**config.mk**
```make
export PLATFORM = sky130hd
export DESIGN_NAME = xhost_bridge
export DESIGN_NICKNAME = d
export VERILOG_FILES = /design/src/rtl/xhost_bridge_pkg.sv /design/src/rtl/xhost_lat_cnt.sv /design/src/rtl/xhost_bridge.sv
export SDC_FILE = /design/constraint.sdc
export NUM_CORES = 1
export LEC_CHECK = 0
export ABC_AREA = 1
export CORE_AREA = 2 2 76 97
export CTS_BUF_LIST = sky130_fd_sc_hd__clkbuf_16
export CTS_CLUSTER_SIZE = 14
export DETAILED_ROUTE_END_ITERATION = 10
export DIE_AREA = 0 0 78 99
export DONT_BUFFER_PORTS = 1
export GPL_TIMING_DRIVEN = 0
export PLACE_DENSITY = 0.76
export SETUP_SLACK_MARGIN = 0.1
export SLEW_MARGIN = 20
export SYNTH_ARGS = -nofsm -noshare
export SYNTH_HDL_FRONTEND = slang
export SYNTH_SLANG_ARGS = --single-unit
```
**constraint.sdc**
```tcl
create_clock -name clk -period 1.7 [get_ports clk]
set_input_delay 0.425 -clock clk [delete_from_list [all_inputs] [get_ports clk]]
set_output_delay 0.425 -clock clk [all_outputs]
set_load 0.01 [all_outputs]
```
**src/rtl/xhost_bridge_pkg.sv**
```systemverilog
// Shared widths, FSM state encodings and helpers for the xhost_bridge host bus initiator.
package xhost_bridge_pkg;

   localparam int XHOST_ADDR_W = 32;
   localparam int XHOST_DATA_W = 32;
   localparam int XHOST_STRIDE = 4;
   localparam int XHOST_CNT_W  = 3;

   typedef logic [1:0] xhost_state_t;

   localparam logic [1:0] XHOST_IDLE   = 2'd0;
   localparam logic [1:0] XHOST_ACCESS = 2'd1;
   localparam logic [1:0] XHOST_WAIT   = 2'd2;
   localparam logic [1:0] XHOST_RESP   = 2'd3;

   // Counter preload for a read latency; ACCESS already covers the first cycle.
   function automatic logic [XHOST_CNT_W-1:0] xhost_lat_load(input int rd_lat);
      return XHOST_CNT_W'(rd_lat - 1);
   endfunction

endpackage

```
**src/rtl/xhost_lat_cnt.sv**
```systemverilog
// Read-latency down-counter: preloaded on entry to the wait phase, done while it sits at one.
module xhost_lat_cnt
   import xhost_bridge_pkg::*;
(
   input  logic                   clk,
   input  logic                   rst,
   input  logic                   load,
   input  logic [XHOST_CNT_W-1:0] load_val,
   output logic                   done
);

   logic [XHOST_CNT_W-1:0] cnt_r;

   // Load wins; otherwise count down and park at zero.
   always_ff @(posedge clk) begin
      if (rst) begin
         cnt_r <= {XHOST_CNT_W{1'b0}};
      end else if (load) begin
         cnt_r <= load_val;
      end else if (cnt_r != {XHOST_CNT_W{1'b0}}) begin
         cnt_r <= cnt_r - XHOST_CNT_W'(1);
      end else begin
         cnt_r <= cnt_r;
      end
   end

   assign done = (cnt_r == XHOST_CNT_W'(1));

endmodule

```
**src/rtl/xhost_bridge.sv**
```systemverilog
// Host command to peripheral-bus bridge: one bus transaction and one response per command word.
// Define XHOST_BURST_EN to add cmd_len and multi-word bursts at a 4-byte stride.
module xhost_bridge
   import xhost_bridge_pkg::*;
#(
   parameter int ADDR_W = XHOST_ADDR_W,
   parameter int DATA_W = XHOST_DATA_W,
   parameter int RD_LAT = 1
) (
   input  logic              clk,
   input  logic              rst,
   input  logic              cmd_valid,
   output logic              cmd_ready,
   input  logic              cmd_we,
   input  logic [ADDR_W-1:0] cmd_addr,
   input  logic [DATA_W-1:0] cmd_wdata,
`ifdef XHOST_BURST_EN
   input  logic [7:0]        cmd_len,
`endif
   output logic              rsp_valid,
   input  logic              rsp_ready,
   output logic [DATA_W-1:0] rsp_rdata,
   output logic              rsp_err,
   output logic [ADDR_W-1:0] addr,
   output logic              sel,
   output logic              we,
   output logic [DATA_W-1:0] data_to_wr,
   input  logic [DATA_W-1:0] data_to_rd,
   input  logic              trap_sel
);

   localparam logic [XHOST_CNT_W-1:0] LAT_LOAD = xhost_lat_load(RD_LAT);

   xhost_state_t state_r;
   logic         err_r;
   logic         we_cmd_r;
   logic         lat_load_s;
   logic         lat_done_s;
`ifdef XHOST_BURST_EN
   logic [7:0]   len_r;
`endif

   // The bus we is dropped after ACCESS, so the command direction is kept separately.
   assign lat_load_s = (state_r == XHOST_ACCESS) && !we_cmd_r;

   xhost_lat_cnt u_lat_cnt (
      .clk      (clk),
      .rst      (rst),
      .load     (lat_load_s),
      .load_val (LAT_LOAD),
      .done     (lat_done_s)
   );

   // Bridge FSM; every output is driven straight from a register.
   always_ff @(posedge clk) begin
      if (rst) begin
         state_r    <= XHOST_IDLE;
         cmd_ready  <= 1'b0;
         rsp_valid  <= 1'b0;
         rsp_rdata  <= {DATA_W{1'b0}};
         rsp_err    <= 1'b0;
         addr       <= {ADDR_W{1'b0}};
         sel        <= 1'b0;
         we         <= 1'b0;
         data_to_wr <= {DATA_W{1'b0}};
         err_r      <= 1'b0;
         we_cmd_r   <= 1'b0;
`ifdef XHOST_BURST_EN
         len_r      <= 8'd0;
`endif
      end else begin
         case (state_r)
            XHOST_IDLE: begin
               if (cmd_valid && cmd_ready) begin
                  addr       <= cmd_addr;
                  we         <= cmd_we;
                  we_cmd_r   <= cmd_we;
                  data_to_wr <= cmd_wdata;
                  sel        <= 1'b1;
                  cmd_ready  <= 1'b0;
                  state_r    <= XHOST_ACCESS;
`ifdef XHOST_BURST_EN
                  len_r      <= cmd_len;
`endif
               end else begin
                  cmd_ready  <= 1'b1;
               end
            end
            XHOST_ACCESS: begin
               sel   <= 1'b0;
               we    <= 1'b0;
               err_r <= trap_sel;
               if (we_cmd_r) begin
                  rsp_rdata <= {DATA_W{1'b0}};
                  rsp_err   <= trap_sel;
                  rsp_valid <= 1'b1;
                  state_r   <= XHOST_RESP;
               end else if (RD_LAT == 1) begin
                  rsp_rdata <= data_to_rd;
                  rsp_err   <= trap_sel;
                  rsp_valid <= 1'b1;
                  state_r   <= XHOST_RESP;
               end else begin
                  state_r   <= XHOST_WAIT;
               end
            end
            XHOST_WAIT: begin
               if (lat_done_s) begin
                  rsp_rdata <= data_to_rd;
                  rsp_err   <= err_r;
                  rsp_valid <= 1'b1;
                  state_r   <= XHOST_RESP;
               end else begin
                  state_r   <= XHOST_WAIT;
               end
            end
            XHOST_RESP: begin
               if (rsp_ready) begin
                  rsp_valid <= 1'b0;
`ifdef XHOST_BURST_EN
                  // Further words reuse the held write data and restart ACCESS right away.
                  if (len_r != 8'd0) begin
                     len_r   <= len_r - 8'd1;
                     addr    <= addr + ADDR_W'(XHOST_STRIDE);
                     we      <= we_cmd_r;
                     sel     <= 1'b1;
                     state_r <= XHOST_ACCESS;
                  end else begin
                     cmd_ready <= 1'b1;
                     state_r   <= XHOST_IDLE;
                  end
`else
                  cmd_ready <= 1'b1;
                  state_r   <= XHOST_IDLE;
`endif
               end else begin
                  state_r   <= XHOST_RESP;
               end
            end
            default: begin
               state_r <= XHOST_IDLE;
            end
         endcase
      end
   end

endmodule

```
==> run_results.csv, run 1 <==
group,metric,value,unit
outcome,status,"finished, final reports clean",
clock_network,cts_root_buf,"clkbuf_16",
floorplan,core_area,6810,µm²
floorplan,die_w,78,µm
worst_hold_path,min_path_type,"primary input to register",
drt,routed_wl,9.46,mm
global_routing,grt_pass1_wl,14.8,mm
clock_network,insertion_delay,340,ps
clock_network,hold_buffers,0,
global_routing,grt_pass1_vias,3155,
sta,maxSlewViolCount,0,
pwr,leakagePower,1.92,nW
yosys,ys_types,23,
sta,period_needed,1430,ps
floorplan,die_height,99,µm
clock_network,cts_resized,0,
cells_and_area,fillers,605,
worst_setup_path,path_max_fanout,10,
clock_network,clockBufferDepth,2,
worst_setup_path,worstSetupEndpointType,"register",
worst_setup_path,crit_path_start,"state_r[1]",
placement,place_hpwl,7.15,mm
worst_setup_path,crit_chain,"nor2_2, nand3_2, clkbuf_1, o21ai_0, nor2_1",
global_routing,grt_max_degree,18,
yosys,synthMuxAreaShare,0,
yosys,synthAdderAreaFrac,0.00910,
worst_setup_path,reg2reg_slack,270,ps
placement,gp_congestion,0.782,
drt,via_per_inst,5.12,
sta,period_share,0.843,
drt,drc,0,
worst_setup_path,r2r_end,"addr[18]",
drt,drt-wirelength-per-cell,14.2,µm
sta,finalClockSkew,3.92,ps
job,cap_violations,0,
global_routing,grt_use_total,0.242,
cells_and_area,drive_above_1_share,0.0744,
worst_setup_path,crit_type,"register to register",
worst_setup_path,reg2reg_from,"state_r[1]",
drt,ant_nets,0,
clock_network,postCtsSetupRepairBufs,0,
floorplan,fp-row-count,34,
worst_setup_path,worst-r2r-cell-count,5,
yosys,yosys_warnings,0,
yosys,synthCells,562,
drt,dr_total_vias,3420,
pwr,pwr_density_cell,1500,nW/µm²
global_routing,grt-ovfl-total,0,
pwr,ir_drop,771,µV
worst_setup_path,worst_setup_path_start_kind,"register",
yosys,synth-compound-area-share,0.0946,
sta,tns,0,ps
worst_setup_path,critPathRequiredTime,1930,ps
floorplan,die_area,7720,µm²
yosys,syn_area,4130,µm²
global_routing,grt_antenna_before_repair,0,
clock_network,cts-htree-levels,3,
yosys,ys_seq_area_frac,0.524,
sta,worst_pin_slew,466,ps
cells_and_area,fin_area,4540,µm²
floorplan,ios,203,
placement,placed_cells,652,
sta,hold_viol_final,0,
yosys,synth-simple-area-share,0.299,
cells_and_area,final_nets,678,
sta,slew_headroom,0.690,
cells_and_area,finalNonFillerCells,668,
placement,postPlaceCellArea,4240,µm²
yosys,synth_top_family_by_area,"simple AND/OR/NAND/NOR gates",
placement,port_buffers,0,
sta,setup_viol,0,
worst_setup_path,slowest_stage,"dfxtp_1",
yosys,syn_avg_cell_area,7.34,µm²
yosys,synth_seq_cells,108,
clock_network,cts_buffers,9,
drt,first_pass_iters,4,
clock_network,cts.clk_slew.worst_paths,70,ps
worst_setup_path,max_stage_delay,350,ps
floorplan,initial_core_util,0.606,
cells_and_area,syn_to_final_growth,9.98,%
clock_network,clock_sink_count,108,
drt,drt-initial-drc-count,98,
worst_setup_path,crit_end,"addr[18]",
worst_setup_path,crit_arrival,1660,ps
sta,rsz0062_at_grt,"false",
sta,max_freq,698,MHz
yosys,synth_xor_area_frac,0.00212,
clock_network,cts_tree,"done",
yosys,synth.net_count,667,
cells_and_area,antenna_cells,0,
area by class of cell:
type	instances	area, µm²	area share
Inverter	14	52.6	0.0116
Clock buffer	9	225	0.0496
Tap cell	90	113	0.0248
Clock inverter	7	66.3	0.0146
Multi-Input combinational cell	405	1670	0.368
Buffer	35	246	0.0543
Sequential cell	108	2160	0.477
sequential cells by signal (all words and copies together) (netlist names):
signal	cells
addr	32
data_to_wr	32
rsp_rdata	32
u_lat_cnt.cnt_r	3
state_r	2
cmd_ready	1
err_r	1
rsp_err	1
rsp_valid	1
sel	1
we	1
we_cmd_r	1
layer usage:
metal  vias up  routed length [µm]  global-route usage
met5         -                   0                   0
met4         0                 207               0.121
met3        18                 926              0.0815
met2       142                4800               0.430
met1      1501                3530               0.254
li1       1759                   -                   -
critical path, delay by kind of cell, from the launching register on:
| kind | cells | cell delay [ps] |
|---|---|---|
| AO/OA/AOI/OAI | 1 | 240 |
| flip-flops | 1 | 350 |
| AND/OR/NAND/NOR | 3 | 450 |
| buffers and inverters | 1 | 280 |
report_power, final:
part           switching, mW  internal [mW]  leakage [nW]  total (mW)
Clock                  0.906           1.13         0.141        2.04
Sequential             0.520           2.98         0.884        3.50
Combinational          0.760          0.525         0.900        1.29
stage by stage:
step	setup WS, ps	hold WS, ps	power (mW)	util
4_1_cts	234	134	6.87	0.665
6_report	267	146	6.82	0.667
5_1_grt	124	137	7.22	0.667
2_1_floorplan	398	424	4.52	-
3_5_place_dp	247	450	4.84	0.623
3_3_place_gp	290	433	4.78	0.623
worst min path at each step:
stage | start | cells past startpoint | slack, ps | to
floorplan | err_r | 2 | 420 | err_r
global placement | err_r | 2 | 430 | err_r
detailed placement | err_r | 2 | 450 | err_r
CTS | rst | 1 | 130 | we_cmd_r
global route | rst | 1 | 140 | we_cmd_r
finish | rst | 1 | 150 | we_cmd_r
synthesized netlist by cell type:
master / instances / area (µm²)
a211oi_1: 1 / 7.51
a21boi_0: 1 / 7.51
a21oi_1: 6 / 30.0
buf_1: 1 / 3.75
buf_2: 6 / 30.0
buf_4: 2 / 15.0
buf_6: 12 / 135
clkbuf_1: 12 / 45.0
clkbuf_2: 2 / 10.0
dfxtp_1: 108 / 2160
ha_1: 3 / 37.5
inv_1: 11 / 41.3
inv_2: 3 / 11.3
nand2_1: 111 / 417
nand2_2: 1 / 6.26
nand3_1: 3 / 15.0
nand3_2: 1 / 10.0
nand3b_1: 1 / 7.51
nor2_1: 206 / 773
nor2_2: 1 / 6.26
o21ai_0: 65 / 325
o21ai_1: 4 / 20.0
xor2_1: 1 / 8.76
kinds of logic (layout without fill, tap and decap cells):
group,count (synthesis),count (layout)
xor+xnor,1,1
fa+ha+maj,3,3
flops,108,108
buf+inv,49,65
simple gates,324,324
compound gates,77,77
layout by cell type (no fill, tap or decap), types with 3 or more instances in the layout:
| cell | instances |
|---|---|
| clkbuf_1 | 12 |
| buf_6 | 12 |
| o21ai_1 | 4 |
| ha_1 | 3 |
| nor2_1 | 206 |
| inv_1 | 11 |
| nand3_1 | 3 |
| o21ai_0 | 65 |
| inv_2 | 4 |
| dfxtp_1 | 108 |
| clkbuf_16 | 9 |
| nand2_1 | 111 |
| buf_2 | 6 |
| a21oi_1 | 6 |
No activity file was read; power rests on OpenSTA's default activity.
==> run 2, diff against run 1 <==
- CORE_AREA: 2 2 76 97 -> 2 2 80 101
- DIE_AREA: 0 0 78 99 -> 0 0 82 103
- PLACE_DENSITY: 0.76 -> 0.73
- clock period: 1.7 -> 1.16 ns (I/O delays scaled with it)
==> run 2 against run 1 <==
Net effect:
- the run now ends with setup timing left
- register-to-register slack worse by 500 ps
- via count is 9.4% higher
- hold slack worse by 130 ps
- non-clock buffer count is 32 higher
- first-iteration DRC count is 1.0% higher
- final area is 23% higher
- sequential power is 49% higher
- fmax is 2.8% higher
- critical path type unchanged
- highest routed layer unchanged
==> run_results.csv, run 2 (same netlist as run 1, synthesis figures left out) <==
group,metric,value,unit
outcome,status,"finished, violations left",
worst_setup_path,crit_arrival,1660,ps
worst_setup_path,critical_path_buf_inv_count,4,
floorplan,initial_core_util,0.545,
drt,dr_total_vias,3741,
drt,routed_wl,11.3,mm
clock_network,clock_sink_count,108,
worst_setup_path,reg2reg_slack,-230,ps
floorplan,core_area,7570,µm²
global_routing,grt_use_total,0.248,
worst_setup_path,r2r_end,"data_to_wr[20]",
worst_setup_path,reg2reg_from,"state_r[0]",
cells_and_area,final_common_cell,"nor2_1",
sta,hold_viol_final,0,
pwr,internal_power,7.32,mW
pwr,ir_drop,1270,µV
cells_and_area,final_nets,710,
worst_hold_path,hold_depth,1,
cells_and_area,utilization,0.740,
floorplan,ios,203,
worst_setup_path,crit_chain,"nor2_4, inv_2, nor2_4, buf_8, buf_6, buf_8, nor2_4, nor2_1",
pwr,leakagePower,2.36,nW
sta,finalClockSkew,5.06,ps
cells_and_area,drive_above_1_share,0.353,
pwr,p_sw,3.66,mW
worst_hold_path,min_from,"rst",
sta,max_freq,718,MHz
drt,via_per_inst,5.31,
drt,ant_nets,0,
job,cap_violations,0,
global_routing,grt_pass1_wl,15.8,mm
worst_setup_path,slowest_stage,"dfxtp_4",
clock_network,cts_buffers,9,
drt,drc,0,
drt,first_pass_iters,4,
clock_network,cts.clk_slew.worst_paths,70,ps
sta,holdWs,14.9,ps
pwr,p_total,11.0,mW
cells_and_area,multi_input_area,2170,µm²
worst_setup_path,worst-r2r-cell-count,8,
worst_setup_path,worst_setup_path_start_kind,"register",
global_routing,grt-ovfl-total,0,
global_routing,grt_antenna_before_repair,0,
worst_hold_path,min_path_type,"primary input to register",
worst_hold_path,worstHoldEndpoint,"state_r[0]",
sta,worst_pin_slew,820,ps
outcome,violations,"setup timing",
pwr,combPwrFrac,0.282,
worst_setup_path,path_max_fanout,5,
worst_setup_path,worstSetupEndpointType,"register",
clock_network,cts-htree-levels,3,
cells_and_area,top_regs,"addr (32), data_to_wr (32), rsp_rdata (32)",
cells_and_area,mostFrequentLayoutCells,"nor2_1 (177), nand2_1 (90), dfxtp_1 (86), o21ai_2 (57), nor2_2 (22)",
clock_network,cts_root_buf,"clkbuf_16",
worst_setup_path,critPathRequiredTime,1430,ps
pwr,clkPwrFrac,0.244,
worst_setup_path,crit_family,"simple AND/OR/NAND/NOR gates",
floorplan,die_w,82,µm
sta,slew_headroom,0.454,
sta,setup_viol,100,
sta,period_share,1.20,
clock_network,cts_tree,"done",
global_routing,grt_max_degree,16,
sta,rsz0062_at_grt,"true",
placement,gp_congestion,0.784,
sta,maxSlewViolCount,0,
clock_network,insertion_delay,340,ps
floorplan,die_area,8450,µm²
cells_and_area,antenna_cells,0,
drt,drt-initial-drc-count,99,
worst_setup_path,crit_type,"register to register",
worst_setup_path,worst_path_most_repeated_cell,"nor2_4",
sta,period_needed,1390,ps
clock_network,clockBufferDepth,2,
cells_and_area,syn_to_final_growth,35.8,%
pwr,switching_share,0.333,
pwr,pwr_density_cell,1960,nW/µm²
floorplan,die_height,103,µm
sta,timing.final.ws_setup,-233,ps
floorplan,fp-row-count,36,
drt,drt-wirelength-per-cell,16.0,µm
placement,place_hpwl,7.14,mm
worst_setup_path,max_stage_delay,370,ps
cells_and_area,seqCellArea,2200,µm²
pwr,seqPwrFrac,0.475,
cells_and_area,fillers,567,
global_routing,grt_pass1_vias,3469,
placement,port_buffers,0,
==> run 2: changes by cell type in the layout (fill, tap and decap cells not counted), sizes merged <==
| cell | change |
|---|---|
| inv | +1 |
| clkinv | +1 |
| dlygate4sd3 | +2 |
| clkbuf | +2 |
| bufinv | -1 |
| buf | +28 |
| clkinvlp | -2 |
==> run 2: power by group through the flow <==
stage	clock (mW)	combinational, mW	sequential [mW]
floorplan	0	1.68	5.07
global placement	0	1.92	5.22
detailed placement	0	1.99	5.23
CTS	2.71	2.65	5.17
global route	2.85	3.41	5.31
finish	2.68	3.09	5.21
==> run 2: worst max path at each step <==
stage	startpoint	endpoint	depth (start not counted)
after global routing	state_r[0]	data_to_wr[20]	8
final	state_r[0]	data_to_wr[20]	8
after detailed placement	state_r[1]	rsp_rdata[13]	9
after floorplan	u_lat_cnt.cnt_r[1]	rsp_rdata[22]	11
after global placement	state_r[1]	rsp_rdata[27]	9
after CTS	u_lat_cnt.cnt_r[1]	rsp_rdata[13]	11
==> run 2: cell type report <==
| class | count | share of cell area |
|---|---|---|
| multi-input combinational | 405 | 0.388 |
| buffer | 34 | 0.0659 |
| tap | 95 | 0.0212 |
| timing repair buffer | 33 | 0.0782 |
| sequential | 108 | 0.392 |
| clock inverter | 6 | 0.00469 |
| clock buffer | 9 | 0.0402 |
| inverter | 14 | 0.00938 |
==> run 2: stage by stage <==
| stage | setup WS [ps] | setup TNS (ps) | cell area (µm²) | std cells |
|---|---|---|---|---|
| 3_5_place_dp | -263 | -12180 | 4330 | 657 |
| 6_report | -233 | -16150 | 5600 | 704 |
| 2_1_floorplan | -71.4 | -1950 | 4210 | 562 |
| 3_3_place_gp | -228 | -10440 | 4330 | 657 |
| 4_1_cts | -179 | -11600 | 5190 | 695 |
| 5_1_grt | -311 | -22710 | 5600 | 704 |
==> run 2: per-layer routing <==
| layer | wire (µm) | vias up | track usage | part of all wire |
|---|---|---|---|---|
| met5 | 0 | - | 0 | 0 |
| li1 | - | 1827 | - | - |
| met2 | 5930 | 152 | 0.457 | 0.53 |
| met1 | 3920 | 1733 | 0.233 | 0.35 |
| met4 | 349 | 0 | 0.137 | 0.031 |
| met3 | 1050 | 29 | 0.0911 | 0.094 |
==> run 2: worst register-to-register path, stage by stage, from the launching register on <==
cell and delay, ps:
dfxtp_4 370, nor2_4 160, inv_2 60, nor2_4 200
buf_8 170, buf_6 100, buf_8 120, nor2_4 40
nor2_1 110
==> run 2: what timing repair did <==
action / in CTS / in global routing
setup buffers: 10 / 7
gates cloned: 13 / 3
hold buffers: 1 / 1
setup endpoints to repair: 105 / 123
gates resized for setup: 118 / 100
endpoints found under the hold margin: 1 / 2
pin swaps: 21 / 34
